File: src/rtl/cpu_pkg.sv
// Shared constants and types for the RAM port A arbiter.
package cpu_pkg;

  // Which requester was granted most recently
  typedef enum logic {
    OWN_CPU = 1'b0,
    OWN_DBG = 1'b1
  } owner_e;

  localparam int          RAM_AW  = 9;
  localparam logic [3:0]  WE_NONE = 4'b0000;

endpackage

File: src/rtl/arb_rr2.sv
// Two-way round-robin arbiter with a debug lock bounded by a burst limit.
// req[0]/gnt[0] belong to the cpu, req[1]/gnt[1] to the debug port.
module arb_rr2
  import cpu_pkg::*;
#(
  parameter int MAX_BURST = 8
) (
  input  logic       clk,
  input  logic       rst,
  input  logic [1:0] req,
  input  logic       lock,
  output logic [1:0] gnt
);

  localparam logic [7:0] BURST_MAX = 8'(MAX_BURST);

  owner_e     last_owner;
  logic [7:0] burst_cnt;
  logic       keep_dbg;

  assign keep_dbg = (last_owner == OWN_DBG) && lock && (burst_cnt < BURST_MAX);

  // Grant decision: single requester wins, contention resolved by lock or round-robin
  always_comb begin
    gnt = 2'b00;
    if (req == 2'b11) begin
      if (keep_dbg || (last_owner == OWN_CPU)) gnt = 2'b10;
      else                                     gnt = 2'b01;
    end else begin
      gnt = req;
    end
  end

  // Owner history and count of dbg grants taken while the cpu was waiting
  always_ff @(posedge clk or posedge rst) begin
    if (rst) begin
      last_owner <= OWN_CPU;
      burst_cnt  <= 8'd0;
    end else begin
      if (gnt[1])      last_owner <= OWN_DBG;
      else if (gnt[0]) last_owner <= OWN_CPU;

      if (gnt[1] && req[0]) begin
        if (burst_cnt >= BURST_MAX) burst_cnt <= BURST_MAX;
        else                        burst_cnt <= burst_cnt + 8'd1;
      end else if (gnt[0] || !req[0]) begin
        burst_cnt <= 8'd0;
      end
    end
  end

endmodule

File: src/rtl/ram_port_arbiter.sv
// Shares RAM port A between the memory stage (cpu) and a debug/boot loader (dbg).
// Grants are combinational and reach the RAM in the same cycle; read data returns
// one cycle later and is flagged by the matching rvalid.
module ram_port_arbiter
  import cpu_pkg::*;
#(
  parameter int AW        = RAM_AW,
  parameter int DW        = 32,
  parameter int MAX_BURST = 8
) (
  input  logic          clk,
  input  logic          rst,
  input  logic          cpu_req,
  input  logic [3:0]    cpu_we,
  input  logic [AW-1:0] cpu_addr,
  input  logic [DW-1:0] cpu_wdata,
  output logic          cpu_gnt,
  output logic          cpu_stall,
  output logic          cpu_rvalid,
  output logic [DW-1:0] cpu_rdata,
  input  logic          dbg_req,
  input  logic [3:0]    dbg_we,
  input  logic [AW-1:0] dbg_addr,
  input  logic [DW-1:0] dbg_wdata,
  input  logic          dbg_lock,
  output logic          dbg_gnt,
  output logic          dbg_rvalid,
  output logic [DW-1:0] dbg_rdata,
  output logic [3:0]    ram_we_a,
  output logic [AW-1:0] ram_addr_a,
  output logic [DW-1:0] ram_wdata_a,
  input  logic [DW-1:0] ram_rdata_a
);

  logic [1:0] req_masked;
  logic [1:0] gnt;
  logic       rvalid_cpu;
  logic       rvalid_dbg;

  // Requests are masked during reset so nothing reaches the RAM
  assign req_masked = {dbg_req, cpu_req} & {2{~rst}};

  arb_rr2 #(
    .MAX_BURST (MAX_BURST)
  ) u_arb (
    .clk  (clk),
    .rst  (rst),
    .req  (req_masked),
    .lock (dbg_lock),
    .gnt  (gnt)
  );

  assign cpu_gnt    = gnt[0];
  assign dbg_gnt    = gnt[1];
  assign cpu_stall  = cpu_req & ~cpu_gnt;
  assign cpu_rdata  = ram_rdata_a;
  assign dbg_rdata  = ram_rdata_a;
  assign cpu_rvalid = rvalid_cpu;
  assign dbg_rvalid = rvalid_dbg;

  // Route the winner's access to port A; idle port is driven to zero
  always_comb begin
    ram_we_a    = WE_NONE;
    ram_addr_a  = '0;
    ram_wdata_a = '0;
    if (cpu_gnt) begin
      ram_we_a    = cpu_we;
      ram_addr_a  = cpu_addr;
      ram_wdata_a = cpu_wdata;
    end else if (dbg_gnt) begin
      ram_we_a    = dbg_we;
      ram_addr_a  = dbg_addr;
      ram_wdata_a = dbg_wdata;
    end
  end

  // Flag read data one cycle after a read grant; reset discards a pending read
  always_ff @(posedge clk or posedge rst) begin
    if (rst) begin
      rvalid_cpu <= 1'b0;
      rvalid_dbg <= 1'b0;
    end else begin
      rvalid_cpu <= cpu_gnt && (cpu_we == WE_NONE);
      rvalid_dbg <= dbg_gnt && (dbg_we == WE_NONE);
    end
  end

endmodule
File: config.mk
export PLATFORM = sky130hd
export DESIGN_NAME = ram_port_arbiter
export DESIGN_NICKNAME = d
export VERILOG_FILES = /design/src/rtl/cpu_pkg.sv /design/src/rtl/arb_rr2.sv /design/src/rtl/ram_port_arbiter.sv
export SDC_FILE = /design/constraint.sdc
export NUM_CORES = 1
export LEC_CHECK = 0
export BUFFER_PORTS_ARGS = -buffer_cell sky130_fd_sc_hd__buf_4
export CAP_MARGIN = 20
export CORE_AREA = 2 2 94 96
export CTS_BUF_LIST = sky130_fd_sc_hd__clkbuf_4
export CTS_CLUSTER_DIAMETER = 80
export CTS_CLUSTER_SIZE = 8
export DETAILED_ROUTE_END_ITERATION = 10
export DIE_AREA = 0 0 96 98
export PLACE_DENSITY = 0.63
export SLEW_MARGIN = 10
export SYNTH_ARGS = -nofsm -noshare
export SYNTH_HDL_FRONTEND = slang
export SYNTH_SLANG_ARGS = --single-unit
File: constraint.sdc
create_clock -name clk -period 1.75 [get_ports clk]
set_clock_uncertainty 0.05 [all_clocks]
set_input_delay 0.2625 -clock clk [delete_from_list [all_inputs] [get_ports clk]]
set_output_delay 0.2625 -clock clk [all_outputs]
set_load 0.02 [all_outputs]
==> run_summary.xml, run 1 <==
<?xml version="1.0" encoding="UTF-8"?>
<metrics>
  <group name="detailed_routing">
    <metric name="route.detailed.drc" unit="">0</metric>
    <metric name="detailedRoute.firstIterationViolations" unit="">53</metric>
    <metric name="detailed_route_wire_length_per_cell" unit="um">17.6</metric>
    <metric name="totalWireLength" unit="um">6370</metric>
    <metric name="drt_pass1_iterations" unit="">3</metric>
    <metric name="antenna_left" unit="">0</metric>
    <metric name="drt-vias-per-instance" unit="">4.59</metric>
    <metric name="num_vias" unit="">1656</metric>
  </group>
  <group name="timing">
    <metric name="max_clock_freq" unit="MHz">444</metric>
    <metric name="fin_setup_tns" unit="ns">-22.56</metric>
    <metric name="drv_slew" unit="">0</metric>
    <metric name="finalWorstSetupSlack" unit="ns">-0.503</metric>
    <metric name="post_route_worst_hold_slack" unit="ns">0.233</metric>
    <metric name="setup_repair_after_global_routing_missed_its_margin" unit="">true</metric>
    <metric name="timing.final.setup_violations" unit="">48</metric>
    <metric name="fraction_of_the_cycle_the_final_worst_path_needs" unit="">1.29</metric>
    <metric name="hold_fails_final_rpt" unit="">0</metric>
    <metric name="final_period_minus_worst_setup_slack" unit="ns">2.25</metric>
  </group>
  <group name="setup_path">
    <metric name="cp_num_buf_inv" unit="">3</metric>
    <metric name="crit_path_most_repeated_cell" unit="">buf_6</metric>
    <metric name="timing.critical_path.arrival" unit="ns">1.94</metric>
    <metric name="slowest_stage" unit="">or3_4</metric>
    <metric name="worstRegToRegCells" unit="">5</metric>
    <metric name="worstSetupPathDepth" unit="">6</metric>
    <metric name="timing.critical_path.required" unit="ns">1.44</metric>
    <metric name="worst-r2r-setup-slack" unit="ns">0.07</metric>
    <metric name="timing.critical_path.cells" unit="">or3_4 -&gt; o311ai_4 -&gt; buf_12 -&gt; buf_6 -&gt; a32o_2 -&gt; buf_6</metric>
    <metric name="crit_path_start_kind" unit="">register</metric>
    <metric name="cp-end-kind" unit="">primary output</metric>
    <metric name="crit_path_max_delay_family" unit="">compound AO/OA/AOI/OAI gates</metric>
    <metric name="endpoint" unit="">ram_wdata_a[12]</metric>
    <metric name="timing.critical_path.fanout_max" unit="">11</metric>
    <metric name="r2r_end" unit="">dbg_rvalid</metric>
    <metric name="crit_path_start" unit="">u_arb.burst_cnt[3]</metric>
    <metric name="worst_path_largest_cell_delay" unit="ns">0.42</metric>
    <metric name="worst-setup-path-type" unit="">reg -&gt; out</metric>
    <metric name="timing.rr.start" unit="">u_arb.burst_cnt[3]</metric>
  </group>
  <group name="die">
    <metric name="io-pin-count" unit="">241</metric>
    <metric name="floorplan.die.width" unit="um">96</metric>
    <metric name="die_height" unit="um">98</metric>
    <metric name="coreArea" unit="mm^2">0.00847</metric>
    <metric name="die-area" unit="mm^2">0.00941</metric>
    <metric name="start_util" unit="">0.185</metric>
    <metric name="floorplan.rows" unit="">34</metric>
  </group>
  <group name="global_routing">
    <metric name="initial_antenna_violation_count" unit="">0</metric>
    <metric name="grt_first_pass_wirelength" unit="um">8330</metric>
    <metric name="vias_in_the_first_global_route" unit="">1630</metric>
    <metric name="globalRouteOverflowTotal" unit="">0</metric>
    <metric name="groute.usage.overall" unit="">0.114</metric>
    <metric name="grt_start_max_net_pins" unit="">49</metric>
  </group>
  <group name="layout">
    <metric name="fillers" unit="">899</metric>
    <metric name="drive_gt1_frac" unit="">0.814</metric>
    <metric name="final_nets" unit="">383</metric>
    <metric name="finish.instance_area" unit="mm^2">0.00266</metric>
    <metric name="antenna-diode-count" unit="">0</metric>
    <metric name="utilization" unit="">0.315</metric>
    <metric name="synthToLayoutAreaGrowth" unit="%">70.2</metric>
    <metric name="fin_cells" unit="">361</metric>
  </group>
  <group name="clock_tree">
    <metric name="longest_clk_path_bufs" unit="">2</metric>
    <metric name="clk_pin_slew" unit="ns">0.06</metric>
    <metric name="clk-insertion-delay-late" unit="ns">0.26</metric>
    <metric name="cts_made_buffers" unit="">3</metric>
    <metric name="cts_root_buf" unit="">clkbuf_4</metric>
    <metric name="cts_tree" unit="">done</metric>
    <metric name="htree_num_levels" unit="">1</metric>
    <metric name="tritoncts_num_sinks" unit="">11</metric>
  </group>
  <group name="yosys">
    <metric name="synth_edf_count" unit="">0</metric>
    <metric name="yosysUniqueCellTypes" unit="">28</metric>
    <metric name="synth-seq-area-share" unit="">0.176</metric>
    <metric name="postSynth.asyncResetShare" unit="">1.00</metric>
    <metric name="syn-cell-area" unit="mm^2">0.00156</metric>
    <metric name="ys.warnings.count" unit="">0</metric>
    <metric name="average_size_of_a_mapped_cell" unit="um^2">9.20</metric>
    <metric name="post_synth_inst_count" unit="">170</metric>
    <metric name="yosysTopAreaCellShare" unit="">0.307</metric>
    <metric name="post-synth-top-area-cell" unit="">buf_4</metric>
    <metric name="netlist_top_cells_area" unit="">buf_4, a32o_1, dfrtp_1</metric>
    <metric name="dominantRegCellSynth" unit="">dfrtp_1</metric>
    <metric name="ys_ff_latch" unit="">11</metric>
  </group>
  <group name="placement">
    <metric name="globalplace.congestion" unit="">0.758</metric>
    <metric name="detailedPlacementHpwl" unit="um">4690</metric>
    <metric name="dpl_worst_slack" unit="ns">-0.268</metric>
    <metric name="placed_area" unit="mm^2">0.00235</metric>
    <metric name="placed_cells_incl_taps" unit="">352</metric>
    <metric name="buffer_ports.inserted" unit="">144</metric>
  </group>
  <group name="pwr">
    <metric name="power_density" unit="mW/mm^2">485</metric>
    <metric name="design_power_total" unit="mW">1.29</metric>
    <metric name="peakVddDrop" unit="uV">175</metric>
    <metric name="p_leak" unit="nW">1.45</metric>
  </group>
  <group name="run">
    <metric name="max_cap_violations" unit="">0</metric>
  </group>
  <group name="min_path">
    <metric name="hold_depth" unit="">2</metric>
    <metric name="timing.hold.worst.class" unit="">in -&gt; reg</metric>
  </group>
  <group name="status">
    <metric name="violations" unit="">negative setup slack</metric>
    <metric name="status" unit="">finished, violations left</metric>
  </group>
</metrics>
placed cells by master (no fill, tap or decap), types with 2 or more instances in the layout:
master,count
a32o_1,3
a32o_2,42
buf_12,5
buf_4,100
buf_6,46
clkbuf_16,2
clkbuf_4,4
conb_1,4
dfrtp_1,11
ha_1,2
inv_1,5
nand2b_1,2
nor2_1,3
nor2b_1,2
nor2b_4,2
nor4_1,2
flip-flops by register name, summed over array words and instances, names as in the netlist:
name,cells
u_arb.burst_cnt,8
cpu_rvalid,1
dbg_rvalid,1
u_arb.last_owner,1
power breakdown:
part / internal, mW / switching [mW]
Sequential: 0.265 / 0.00434
Clock: 0.103 / 0.0734
Combinational: 0.477 / 0.368
cell usage after synthesis, types with 2 or more instances:
| master | instances |
|---|---|
| clkbuf_1 | 6 |
| dfrtp_1 | 11 |
| and2_1 | 2 |
| buf_6 | 7 |
| a32o_1 | 45 |
| nand2b_1 | 2 |
| ha_1 | 2 |
| inv_1 | 5 |
| nor2_1 | 3 |
| nor2b_1 | 4 |
| buf_4 | 64 |
| nor4_1 | 2 |
| buf_2 | 2 |
per-layer routing:
metal / track usage / vias up / wire length (um)
met1: 0.129 / 775 / 2400
li1: - / 753 / -
met4: 0.0352 / 0 / 82
met5: 0 / - / 0
met3: 0.0247 / 16 / 632
met2: 0.207 / 112 / 3250
layout make-up:
cell class,instances,area (um^2),area share
repair buffers,155,1440,0.542
clock buffers,4,30.0,0.0113
well taps,108,135,0.0508
flip-flops and latches,11,275,0.103
multi-input cells,78,759,0.285
inverters,5,18.8,0.00705
worst reg2reg max path: stages (launching register included):
cell and delay, ns:
dfrtp_1 0.36, or3_4 0.42, o311ai_4 0.26, buf_12 0.17, buf_6 0.17, and3_1 0.19
worst min path at each step:
stage                     from                 end  slack [ns]
after floorplan            rst          cpu_rvalid        0.06
after global placement     rst  u_arb.burst_cnt[6]        0.26
after detailed placement   rst    u_arb.last_owner        0.26
after CTS                  rst    u_arb.last_owner        0.24
after global routing       rst    u_arb.last_owner        0.24
final                      rst    u_arb.last_owner        0.23
cells by family after synthesis:
family / Yosys count / share of synthesized area
other: 1 / 0.00240
adders and majority gates: 2 / 0.0160
xor gates and xnor gates: 1 / 0.00560
buffers and inverters: 84 / 0.390
AOI/OAI and AO/OA: 50 / 0.325
DFF: 11 / 0.176
and+or+nand+nor: 21 / 0.0848
repair_timing:
| item | CTS | global route |
|---|---|---|
| setup endpoints to repair | 48 | 48 |
| gates resized for setup | 46 | 6 |
| setup buffers | 0 | 1 |
| pin swaps | 1 | 0 |
| endpoints found under the hold margin | 11 | 0 |
| cloned | 0 | 3 |
| hold buffers | 1 | 0 |
Note: power is estimated with default switching activity, not from simulation.
==> inputs of run 2 (changes only) <==
--- a/config.mk
+++ b/config.mk
@@ -5,15 +5,16 @@
 export SDC_FILE = /design/constraint.sdc
 export NUM_CORES = 1
 export LEC_CHECK = 0
+export ABC_AREA = 1
 export BUFFER_PORTS_ARGS = -buffer_cell sky130_fd_sc_hd__buf_4
 export CAP_MARGIN = 20
-export CORE_AREA = 2 2 94 96
+export CORE_AREA = 2 2 93 95
 export CTS_BUF_LIST = sky130_fd_sc_hd__clkbuf_4
 export CTS_CLUSTER_DIAMETER = 80
 export CTS_CLUSTER_SIZE = 8
 export DETAILED_ROUTE_END_ITERATION = 10
-export DIE_AREA = 0 0 96 98
-export PLACE_DENSITY = 0.63
+export DIE_AREA = 0 0 95 97
+export PLACE_DENSITY = 0.65
 export SLEW_MARGIN = 10
 export SYNTH_ARGS = -nofsm -noshare
 export SYNTH_HDL_FRONTEND = slang
==> run 2 against run 1 <==
The flow still finishes with violations (negative setup slack). Sequential share of layout area down 0.95 points. Sequential cell count did not move. First-iteration DRC count is 43% lower. Sequential power about the same. Global-route usage rose by 1.3 points. Synthesized cell count up 57%.
==> run_summary.xml, run 2 <==
<?xml version="1.0" encoding="UTF-8"?>
<metrics>
  <group name="yosys">
    <metric name="yosysTopAreaCellShare" unit="">0.307</metric>
    <metric name="synth-seq-area-share" unit="">0.171</metric>
    <metric name="synth.cells.most_frequent" unit="">nand2_1, buf_4, nand3_1, nor2_1, dfrtp_1</metric>
    <metric name="post-synth-top-count-cell" unit="">nand2_1</metric>
    <metric name="synth_edf_count" unit="">0</metric>
    <metric name="dominantRegCellSynth" unit="">dfrtp_1</metric>
    <metric name="yosysUniqueCellTypes" unit="">20</metric>
    <metric name="postSynth.asyncResetShare" unit="">1.00</metric>
    <metric name="post_synth_inst_count" unit="">267</metric>
    <metric name="netlist_top_cells_area" unit="">buf_4, nand2_1, dfrtp_1</metric>
    <metric name="ys_ff_latch" unit="">11</metric>
    <metric name="average_size_of_a_mapped_cell" unit="um^2">6.04</metric>
    <metric name="syn-cell-area" unit="mm^2">0.00161</metric>
    <metric name="ys.warnings.count" unit="">0</metric>
    <metric name="post-synth-top-area-cell" unit="">buf_4</metric>
  </group>
  <group name="layout">
    <metric name="drive_gt1_frac" unit="">0.625</metric>
    <metric name="synthToLayoutAreaGrowth" unit="%">81.8</metric>
    <metric name="leading_cell_type_in_the_layout_fill_and_taps_excluded" unit="">buf_4</metric>
    <metric name="flip_flop_count_of_the_largest_register_after_layout" unit="">8</metric>
    <metric name="antenna-diode-count" unit="">0</metric>
    <metric name="finish.instance_area" unit="mm^2">0.00293</metric>
    <metric name="fin_cells" unit="">465</metric>
    <metric name="final_nets" unit="">490</metric>
    <metric name="layout_common_cells" unit="">buf_4, nand2_1, buf_6</metric>
    <metric name="regMostFlops" unit="">u_arb.burst_cnt</metric>
  </group>
  <group name="die">
    <metric name="floorplan.die.width" unit="um">95</metric>
    <metric name="die_height" unit="um">97</metric>
    <metric name="io-pin-count" unit="">241</metric>
    <metric name="coreArea" unit="mm^2">0.00813</metric>
    <metric name="die-area" unit="mm^2">0.00922</metric>
    <metric name="start_util" unit="">0.198</metric>
    <metric name="floorplan.rows" unit="">33</metric>
  </group>
  <group name="timing">
    <metric name="final_period_minus_worst_setup_slack" unit="ns">1.96</metric>
    <metric name="fraction_of_the_cycle_the_final_worst_path_needs" unit="">1.12</metric>
    <metric name="timing.final.setup_violations" unit="">48</metric>
    <metric name="finalWorstSetupSlack" unit="ns">-0.206</metric>
    <metric name="max_clock_freq" unit="MHz">511</metric>
    <metric name="fin_setup_tns" unit="ns">-7.93</metric>
    <metric name="setup_repair_after_global_routing_missed_its_margin" unit="">true</metric>
    <metric name="drv_slew" unit="">0</metric>
    <metric name="hold_fails_final_rpt" unit="">0</metric>
  </group>
  <group name="status">
    <metric name="status" unit="">finished, violations left</metric>
    <metric name="violations" unit="">negative setup slack</metric>
  </group>
  <group name="detailed_routing">
    <metric name="drt-vias-per-instance" unit="">4.25</metric>
    <metric name="detailed_route_wire_length_per_cell" unit="um">14.3</metric>
    <metric name="antenna_left" unit="">0</metric>
    <metric name="route.detailed.drc" unit="">0</metric>
    <metric name="detailedRoute.firstIterationViolations" unit="">30</metric>
    <metric name="totalWireLength" unit="um">6650</metric>
    <metric name="num_vias" unit="">1976</metric>
    <metric name="drt_pass1_iterations" unit="">4</metric>
  </group>
  <group name="setup_path">
    <metric name="timing.critical_path.fanout_max" unit="">6</metric>
    <metric name="slowest_stage" unit="">dfrtp_1</metric>
    <metric name="timing.critical_path.cells" unit="">nor2_2 -&gt; nand4_1 -&gt; nand2_2 -&gt; buf_12 -&gt; buf_16 -&gt; nand3_1 -&gt; nand2_1 -&gt; buf_4</metric>
    <metric name="worst-r2r-setup-slack" unit="ns">0.16</metric>
    <metric name="timing.critical_path.required" unit="ns">1.44</metric>
    <metric name="worst-setup-path-type" unit="">reg -&gt; out</metric>
    <metric name="worst_path_largest_cell_delay" unit="ns">0.37</metric>
    <metric name="timing.rr.start" unit="">u_arb.burst_cnt[5]</metric>
    <metric name="worstRegToRegCells" unit="">9</metric>
    <metric name="cp-end-kind" unit="">primary output</metric>
    <metric name="crit_path_start_kind" unit="">register</metric>
    <metric name="r2r_end" unit="">dbg_rvalid</metric>
    <metric name="timing.critical_path.arrival" unit="ns">1.64</metric>
  </group>
  <group name="global_routing">
    <metric name="grt_start_max_net_pins" unit="">32</metric>
    <metric name="globalRouteOverflowTotal" unit="">0</metric>
    <metric name="grt_first_pass_wirelength" unit="um">9180</metric>
    <metric name="groute.usage.overall" unit="">0.126</metric>
    <metric name="initial_antenna_violation_count" unit="">0</metric>
    <metric name="vias_in_the_first_global_route" unit="">1901</metric>
  </group>
  <group name="pwr">
    <metric name="peakVddDrop" unit="uV">180</metric>
    <metric name="power_density" unit="mW/mm^2">409</metric>
    <metric name="p_leak" unit="nW">1.57</metric>
    <metric name="design_power_total" unit="mW">1.20</metric>
  </group>
  <group name="clock_tree">
    <metric name="htree_num_levels" unit="">1</metric>
    <metric name="clk-insertion-delay-late" unit="ns">0.27</metric>
    <metric name="longest_clk_path_bufs" unit="">2</metric>
    <metric name="cts_tree" unit="">done</metric>
    <metric name="clk_pin_slew" unit="ns">0.07</metric>
    <metric name="cts_made_buffers" unit="">3</metric>
    <metric name="cts_root_buf" unit="">clkbuf_4</metric>
    <metric name="tritoncts_num_sinks" unit="">11</metric>
  </group>
  <group name="run">
    <metric name="max_cap_violations" unit="">0</metric>
  </group>
  <group name="placement">
    <metric name="placed_cells_incl_taps" unit="">451</metric>
    <metric name="buffer_ports.inserted" unit="">144</metric>
    <metric name="detailedPlacementHpwl" unit="um">4650</metric>
    <metric name="globalplace.congestion" unit="">0.772</metric>
    <metric name="placed_area" unit="mm^2">0.00239</metric>
  </group>
  <group name="min_path">
    <metric name="worst_hold_startpoint" unit="">dbg_we[2]</metric>
    <metric name="timing.hold.worst.class" unit="">in -&gt; reg</metric>
    <metric name="min_to" unit="">dbg_rvalid</metric>
    <metric name="hold_depth" unit="">4</metric>
  </group>
</metrics>
[run 2: logic make-up after synthesis]
kind of cell	synth area share
buffers and inverters	0.369
and+or+nand+nor	0.432
other	0.00233
adders and majority gates	0.0155
xor gates and xnor gates	0.00543
DFF	0.171
AOI/OAI and AO/OA	0.00466
[run 2: cell type report]
class                      instances  area, um^2
tap                              105         131
timing repair buffer             164        1500
clock buffer                       3        22.5
sequential                        11         275
clock inverter                     1        5.00
fill                             849        5200
inverter                           9        33.8
multi-input combinational        172         961
[run 2: routing by layer]
metal,track usage,vias up,share of wire
met5,0,-,0
met4,0.0312,0,0.014
met3,0.0304,11,0.092
met2,0.252,125,0.56
met1,0.127,886,0.33
li1,-,954,-
[run 2: timing repair]
item                       CTS  global route
hold buffers                 1             0
pin swaps                    2            13
setup endpoints to repair   48            48
gates cloned                 3             2
hold endpoints to repair    11             0
gates resized for setup     18            74
buffers inserted             1             3
[run 2: how the worst max path moves through the flow]
stage / startpoint / end / slack, ns / cells after the start
6_report: u_arb.burst_cnt[5] / ram_addr_a[7] / -0.21 / 8
5_1_grt: u_arb.burst_cnt[5] / ram_addr_a[7] / -0.31 / 8
4_1_cts: u_arb.burst_cnt[4] / ram_wdata_a[10] / -0.21 / 8
3_5_place_dp: u_arb.burst_cnt[4] / ram_wdata_a[31] / 0.05 / 7
3_3_place_gp: u_arb.burst_cnt[4] / ram_wdata_a[31] / 0.03 / 7
2_1_floorplan: rst / ram_addr_a[0] / 0.15 / 8
[run 2: metrics by stage]
| stage | hold slack [ns] | util | worst slack, ns |
|---|---|---|---|
| after floorplan | 0.0131 | - | 0.155 |
| after global placement | 0.223 | 0.294 | 0.0275 |
| after detailed placement | 0.233 | 0.294 | 0.0504 |
| after CTS | 0.173 | 0.319 | -0.208 |
| after global routing | 0.189 | 0.360 | -0.307 |
| final | 0.188 | 0.360 | -0.206 |
[run 2: worst max-delay path, delay by kind of cell, from the launching register on]
| family | cells | cell delay (ns) |
|---|---|---|
| and+or+nand+nor | 5 | 0.56 |
| DFF | 1 | 0.37 |
| buffers and inverters | 3 | 0.43 |
[run 2: power breakdown]
part / leakage (nW) / switching, mW / total (mW) / internal (mW)
sequential: 0.141 / 0.00442 / 0.268 / 0.264
combinational: 1.41 / 0.360 / 0.757 / 0.397
clock: 0.0177 / 0.0882 / 0.173 / 0.0847
